### config.mk
export PLATFORM = sky130hd
export DESIGN_NAME = regfile_wb_arbiter_flat
export DESIGN_NICKNAME = d
export VERILOG_FILES = /design/src/rtl/regfile_wb_arbiter_if.sv /design/src/rtl/regfile_wb_arbiter.sv /design/src/flat_wrapper.sv
export SDC_FILE = /design/constraint.sdc
export NUM_CORES = 1
export LEC_CHECK = 0
export CAP_MARGIN = 20
export CORE_MARGIN = 1.5
export CORE_UTILIZATION = 54
export CTS_CLUSTER_DIAMETER = 80
export DETAILED_ROUTE_END_ITERATION = 6
export PLACE_DENSITY = 0.86
export SETUP_SLACK_MARGIN = 0.15
export SLEW_MARGIN = 15
export SYNTH_ARGS = -nofsm -noshare
export SYNTH_HDL_FRONTEND = slang
export SYNTH_SLANG_ARGS = --single-unit
export TNS_END_PERCENT = 50
### constraint.sdc
create_clock -name clock -period 4.55 [get_ports clock]
set_clock_uncertainty 0.2 [all_clocks]
set_input_delay 1.1375 -clock clock [delete_from_list [all_inputs] [get_ports clock]]
set_output_delay 1.1375 -clock clock [all_outputs]
set_load 0.01 [all_outputs]
### src/rtl/regfile_wb_arbiter_if.sv
// Writeback bus between two requesters (ALU, load unit) and the register-file arbiter.
interface regfile_wb_arbiter_if;
  logic        req0_valid;
  logic        req0_ready;
  logic [4:0]  req0_reg;
  logic [31:0] req0_data;
  logic        req1_valid;
  logic        req1_ready;
  logic [4:0]  req1_reg;
  logic [31:0] req1_data;
  logic        wb;
  logic [4:0]  wb_reg;
  logic [31:0] busW;
  logic        grant_id;
  logic        busy;

  modport master (
    output req0_valid, req0_reg, req0_data,
    output req1_valid, req1_reg, req1_data,
    input  req0_ready, req1_ready,
    input  wb, wb_reg, busW, grant_id, busy
  );

  modport slave (
    input  req0_valid, req0_reg, req0_data,
    input  req1_valid, req1_reg, req1_data,
    output req0_ready, req1_ready,
    output wb, wb_reg, busW, grant_id, busy
  );
endinterface

### src/rtl/regfile_wb_arbiter.sv
// Two-source register-file writeback arbiter with one holding slot per source.
// Optional macro RF_ZERO_GUARD_EN suppresses the write strobe for grants that target register 0.
module regfile_wb_arbiter (
  input  logic                 clock,
  input  logic                 reset_n,
  regfile_wb_arbiter_if.slave  bus
);
  logic        r_full0;
  logic        r_full1;
  logic [4:0]  r_reg0;
  logic [4:0]  r_reg1;
  logic [31:0] r_data0;
  logic [31:0] r_data1;
  logic        r_older;
  logic        r_tie;
  logic        r_rr;
  logic        r_wb;
  logic [4:0]  r_wb_reg;
  logic [31:0] r_busw;
  logic        r_grant_id;

  logic        w_cap0;
  logic        w_cap1;
  logic        w_any;
  logic        w_both;
  logic        w_sel;
  logic        w_gnt0;
  logic        w_gnt1;
  logic        w_tie_gnt;
  logic        w_write;
  logic [4:0]  w_sel_reg;
  logic [31:0] w_sel_data;

  assign bus.req0_ready = ~r_full0 & reset_n;
  assign bus.req1_ready = ~r_full1 & reset_n;
  assign bus.wb         = r_wb;
  assign bus.wb_reg     = r_wb_reg;
  assign bus.busW       = r_busw;
  assign bus.grant_id   = r_grant_id;
  assign bus.busy       = r_full0 | r_full1 | r_wb;

  assign w_cap0    = bus.req0_valid & ~r_full0;
  assign w_cap1    = bus.req1_valid & ~r_full1;
  assign w_any     = r_full0 | r_full1;
  assign w_both    = r_full0 & r_full1;
  assign w_gnt0    = r_full0 & ~w_sel;
  assign w_gnt1    = r_full1 & w_sel;
  assign w_tie_gnt = w_both & r_tie;

  // Grant select: same-edge captures use the round-robin pointer, otherwise the older slot wins.
  always_comb begin
    w_sel = 1'b0;
    if (w_both) begin
      w_sel = r_tie ? r_rr : r_older;
    end else if (r_full1) begin
      w_sel = 1'b1;
    end else begin
      w_sel = 1'b0;
    end
  end

  always_comb begin
    w_sel_reg  = r_reg0;
    w_sel_data = r_data0;
    if (w_sel) begin
      w_sel_reg  = r_reg1;
      w_sel_data = r_data1;
    end else begin
      w_sel_reg  = r_reg0;
      w_sel_data = r_data0;
    end
  end

`ifdef RF_ZERO_GUARD_EN
  assign w_write = w_any & (w_sel_reg != 5'd0);
`else
  assign w_write = w_any;
`endif

  // Holding slots: a slot is captured only while empty, so capture and grant never coincide.
  always_ff @(posedge clock or negedge reset_n) begin
    if (!reset_n) begin
      r_full0 <= 1'b0;
      r_full1 <= 1'b0;
      r_reg0  <= 5'd0;
      r_reg1  <= 5'd0;
      r_data0 <= 32'd0;
      r_data1 <= 32'd0;
    end else begin
      if (w_cap0) begin
        r_full0 <= 1'b1;
        r_reg0  <= bus.req0_reg;
        r_data0 <= bus.req0_data;
      end else if (w_gnt0) begin
        r_full0 <= 1'b0;
      end else begin
        r_full0 <= r_full0;
      end
      if (w_cap1) begin
        r_full1 <= 1'b1;
        r_reg1  <= bus.req1_reg;
        r_data1 <= bus.req1_data;
      end else if (w_gnt1) begin
        r_full1 <= 1'b0;
      end else begin
        r_full1 <= r_full1;
      end
    end
  end

  // Age tracking: r_older names the slot holding the earlier capture, r_tie marks a same-edge pair.
  always_ff @(posedge clock or negedge reset_n) begin
    if (!reset_n) begin
      r_older <= 1'b0;
      r_tie   <= 1'b0;
      r_rr    <= 1'b0;
    end else begin
      if (w_cap0 && w_cap1) begin
        r_tie <= 1'b1;
      end else if (w_cap0) begin
        r_tie   <= 1'b0;
        r_older <= 1'b1;
      end else if (w_cap1) begin
        r_tie   <= 1'b0;
        r_older <= 1'b0;
      end else if (w_any) begin
        r_tie <= 1'b0;
      end else begin
        r_tie <= r_tie;
      end
      if (w_tie_gnt) begin
        r_rr <= ~r_rr;
      end else begin
        r_rr <= r_rr;
      end
    end
  end

  // Write port: address, data and source hold whenever no write is issued.
  always_ff @(posedge clock or negedge reset_n) begin
    if (!reset_n) begin
      r_wb       <= 1'b0;
      r_wb_reg   <= 5'd0;
      r_busw     <= 32'd0;
      r_grant_id <= 1'b0;
    end else if (w_write) begin
      r_wb       <= 1'b1;
      r_wb_reg   <= w_sel_reg;
      r_busw     <= w_sel_data;
      r_grant_id <= w_sel;
    end else begin
      r_wb <= 1'b0;
    end
  end
endmodule
### src/flat_wrapper.sv
// flat-port wrapper written by rule: the top's interface ports become plain ports
module regfile_wb_arbiter_flat 
  (clock, reset_n, bus_req0_valid, bus_req0_reg, bus_req0_data, bus_req1_valid, bus_req1_reg, bus_req1_data, bus_req0_ready, bus_req1_ready, bus_wb, bus_wb_reg, bus_busW, bus_grant_id, bus_busy);
  regfile_wb_arbiter_if bus_i ();
  input  logic clock;
  input  logic reset_n;
  input wire logic [$bits(bus_i.req0_valid)-1:0] bus_req0_valid;
  input wire logic [$bits(bus_i.req0_reg)-1:0] bus_req0_reg;
  input wire logic [$bits(bus_i.req0_data)-1:0] bus_req0_data;
  input wire logic [$bits(bus_i.req1_valid)-1:0] bus_req1_valid;
  input wire logic [$bits(bus_i.req1_reg)-1:0] bus_req1_reg;
  input wire logic [$bits(bus_i.req1_data)-1:0] bus_req1_data;
  output wire logic [$bits(bus_i.req0_ready)-1:0] bus_req0_ready;
  output wire logic [$bits(bus_i.req1_ready)-1:0] bus_req1_ready;
  output wire logic [$bits(bus_i.wb)-1:0] bus_wb;
  output wire logic [$bits(bus_i.wb_reg)-1:0] bus_wb_reg;
  output wire logic [$bits(bus_i.busW)-1:0] bus_busW;
  output wire logic [$bits(bus_i.grant_id)-1:0] bus_grant_id;
  output wire logic [$bits(bus_i.busy)-1:0] bus_busy;
  assign bus_i.req0_valid = bus_req0_valid;
  assign bus_i.req0_reg = bus_req0_reg;
  assign bus_i.req0_data = bus_req0_data;
  assign bus_i.req1_valid = bus_req1_valid;
  assign bus_i.req1_reg = bus_req1_reg;
  assign bus_i.req1_data = bus_req1_data;
  assign bus_req0_ready = bus_i.req0_ready;
  assign bus_req1_ready = bus_i.req1_ready;
  assign bus_wb = bus_i.wb;
  assign bus_wb_reg = bus_i.wb_reg;
  assign bus_busW = bus_i.busW;
  assign bus_grant_id = bus_i.grant_id;
  assign bus_busy = bus_i.busy;
  regfile_wb_arbiter u_core (.clock(clock), .reset_n(reset_n), .bus(bus_i));
endmodule
==> reports/results.tsv <==
metric	value	unit
tns	0	ps
crit_start	u_core.r_full0$_DFFE_PN0P_	
sequentialPowerShare	38.1	%
cts-buffers-inserted	17	
yosysWarnings	0	
dieArea	10000	um^2
path_cells	or3_1 -> clkdlybuf4s50_1	
setup_slack	1180	ps
p_clk_share	29.9	%
switchingPower	1.33	mW
maxCapViolations	0	
fmax	297	MHz
cpPeakStageDelay	600	ps
min_from	u_core.r_rr$_DFFE_PN0P_	
grt_use_total	25.0	%
yosysSeqAreaShare	58.1	%
drtPass1Iterations	4	
num_vias	3499	
syn2layout_area_growth	36.0	%
clk_pin_slew	60	ps
crit_slowest_cell	dfrtp_1	
p_per_area	648	nW/um^2
endpoint_kind	primary output	
final-hold-violation-count	0	
critPathLaunchType	flop	
hold_path.class	reg -> reg	
leakage	2.91	nW
reg2reg_from	u_core.r_full0$_DFFE_PN0P_	
crit_family	flip-flops	
pwr-share-comb	32.0	%
final_net_count	553	
insertion_delay	500	ps
worst_ep_arrival_time	2030	ps
ys_ff_latch	118	
worstSetupPathType	reg -> out	
crit_buf_inv	1	
period_share	74.0	%
synth_top_area_cell	dfrtp_1	
grt_pass1_vias	3759	
wirelength	11900	um
gp_congestion	0.749	
crit_fanout	19	
core	9200	um^2
rows	35	
grt_max_degree	65	
worstPathRequired	3210	ps
hold_buffers	0	
syn_area_per_cell	14.2	um^2
rsz0062_at_grt	false	
antenna_found_initial	0	
ir_drop	375	uV
ios	120	
cts_tree	built	
wl_per_cell	20.0	um
slew_headroom	35.3	%
initial_utilization	55.3	%
layout-drive-gt1-share	22.2	%
fill_cells	595	
syn_area	5080	um^2
die_x	100	um
htreeDepth	4	
synth.distinct_cells	29	
drc	0	
synth_area_leaders	dfrtp_1 58%, mux2_2 13%, o221a_1 7.3%, a211o_1 6.4%, and2_1 4.7%	
synthCells	357	
first_iter_violations	111	
fin_crit	3370	ps
utilization	75.2	%
setup_viol	0	
grt_pass1_wl	18900	um
tightestPinTransition	969	ps
power.internal	3.15	mW
dpl_worst_slack	1240	ps
synth_top_area_share	58.1	%
post-cts-setup-buffers	0	
switching_share	29.7	%
cts_root_buf	clkbuf_8	
synth_nets	437	
vias_per_cell	5.86	
io_buffers	119	
ant_nets	0	
holdWs	287	ps
die_y	100	um
numClockSinks	118	
slew_viol_final	0	
status	finished clean	
overflow	0	
postCtsResizedCells	0	
hpwl	7310	um
clock_path_buffers	2	
antenna_cells	0	
[worst paths after layout]
| path | to | slack [ps] | depth (start not counted) |
|---|---|---|---|
| max in group asynchronous | u_core.r_full1$_DFFE_PN0P_ | 2220 | 3 |
| min in group asynchronous | u_core.r_data0[9]$_DFFE_PN0P_ | 590 | 2 |
| worst max-delay path | bus_busy | 1180 | 2 |
| worst min register to register | u_core.r_rr$_DFFE_PN0P_ | 290 | 1 |
| worst min-delay path | u_core.r_rr$_DFFE_PN0P_ | 290 | 1 |
| worst max register to register | u_core.r_data0[4]$_DFFE_PN0P_ | 1600 | 4 |
[cell usage after synthesis]
cell type / n
o21ai_0: 1
buf_4: 3
inv_2: 2
o221a_1: 33
mux2i_1: 1
and2_1: 38
buf_2: 14
mux2_2: 58
dfrtp_1: 118
nand2_1: 3
nand3_1: 1
a21oi_1: 1
o21bai_1: 1
nand2_2: 1
or2_2: 1
a21bo_1: 1
ha_1: 2
buf_1: 1
a211o_1: 37
o221a_2: 4
clkbuf_1: 8
buf_6: 3
nor2_1: 1
nor2b_1: 3
a21o_1: 1
xnor2_1: 1
or3_1: 1
inv_1: 1
mux2_1: 17
[cell type report]
class	instances	area (um^2)	share of cell area, %
clock buffer	18	428	6.19
clock inverter	14	175	2.53
inverter	3	11.3	0.163
multi-input combinational	207	1970	28.4
sequential	118	2950	42.7
tap	111	139	2.01
timing repair buffer	126	1240	17.9
[per-stage QoR]
step	instances	cell area [um^2]	total power, mW
floorplan	357	5080	2.49
global placement	565	6310	3.08
detailed placement	565	6310	3.15
CTS	597	6920	4.51
global route	597	6920	4.70
finish	597	6920	4.48
[routing by layer]
metal	vias to the layer above	global-route usage, %	wire, um
met3	13	6.89	561
met2	111	42.7	6190
met1	1806	31.2	5030
li1	1569	-	-
met5	-	0	0
met4	0	7.69	141
[cells by family (layout without fill, tap and decap cells)]
kind of cell,after synthesis,in the layout,share of synthesized area (%)
AOI/OAI and AO/OA,79,79,15.3
muxes,76,76,16.8
adders and majority gates,2,2,0.492
buffers and inverters,32,161,3.37
and+or+nand+nor,49,49,5.81
xor gates and xnor gates,1,1,0.172
DFF,118,118,58.1
[power by group through the flow]
stage	Sequential, mW	Combinational (mW)	Clock, mW
6_report	1.71	1.44	1.34
4_1_cts	1.70	1.45	1.36
2_1_floorplan	1.71	0.781	0
5_1_grt	1.74	1.54	1.41
3_3_place_gp	1.69	1.39	0
3_5_place_dp	1.71	1.44	0
[cell usage in the layout (no fill, tap or decap), drive strengths merged, types with 3 or more instances in the layout]
master,n
mux2,75
nand2,4
buf,8
clkinvlp,6
bufinv,3
nor2b,3
dfrtp,118
clkbuf,18
and2,38
o221a,37
a211o,37
inv,6
clkdlybuf4s50,118
(Power assumes the default switching activity.)
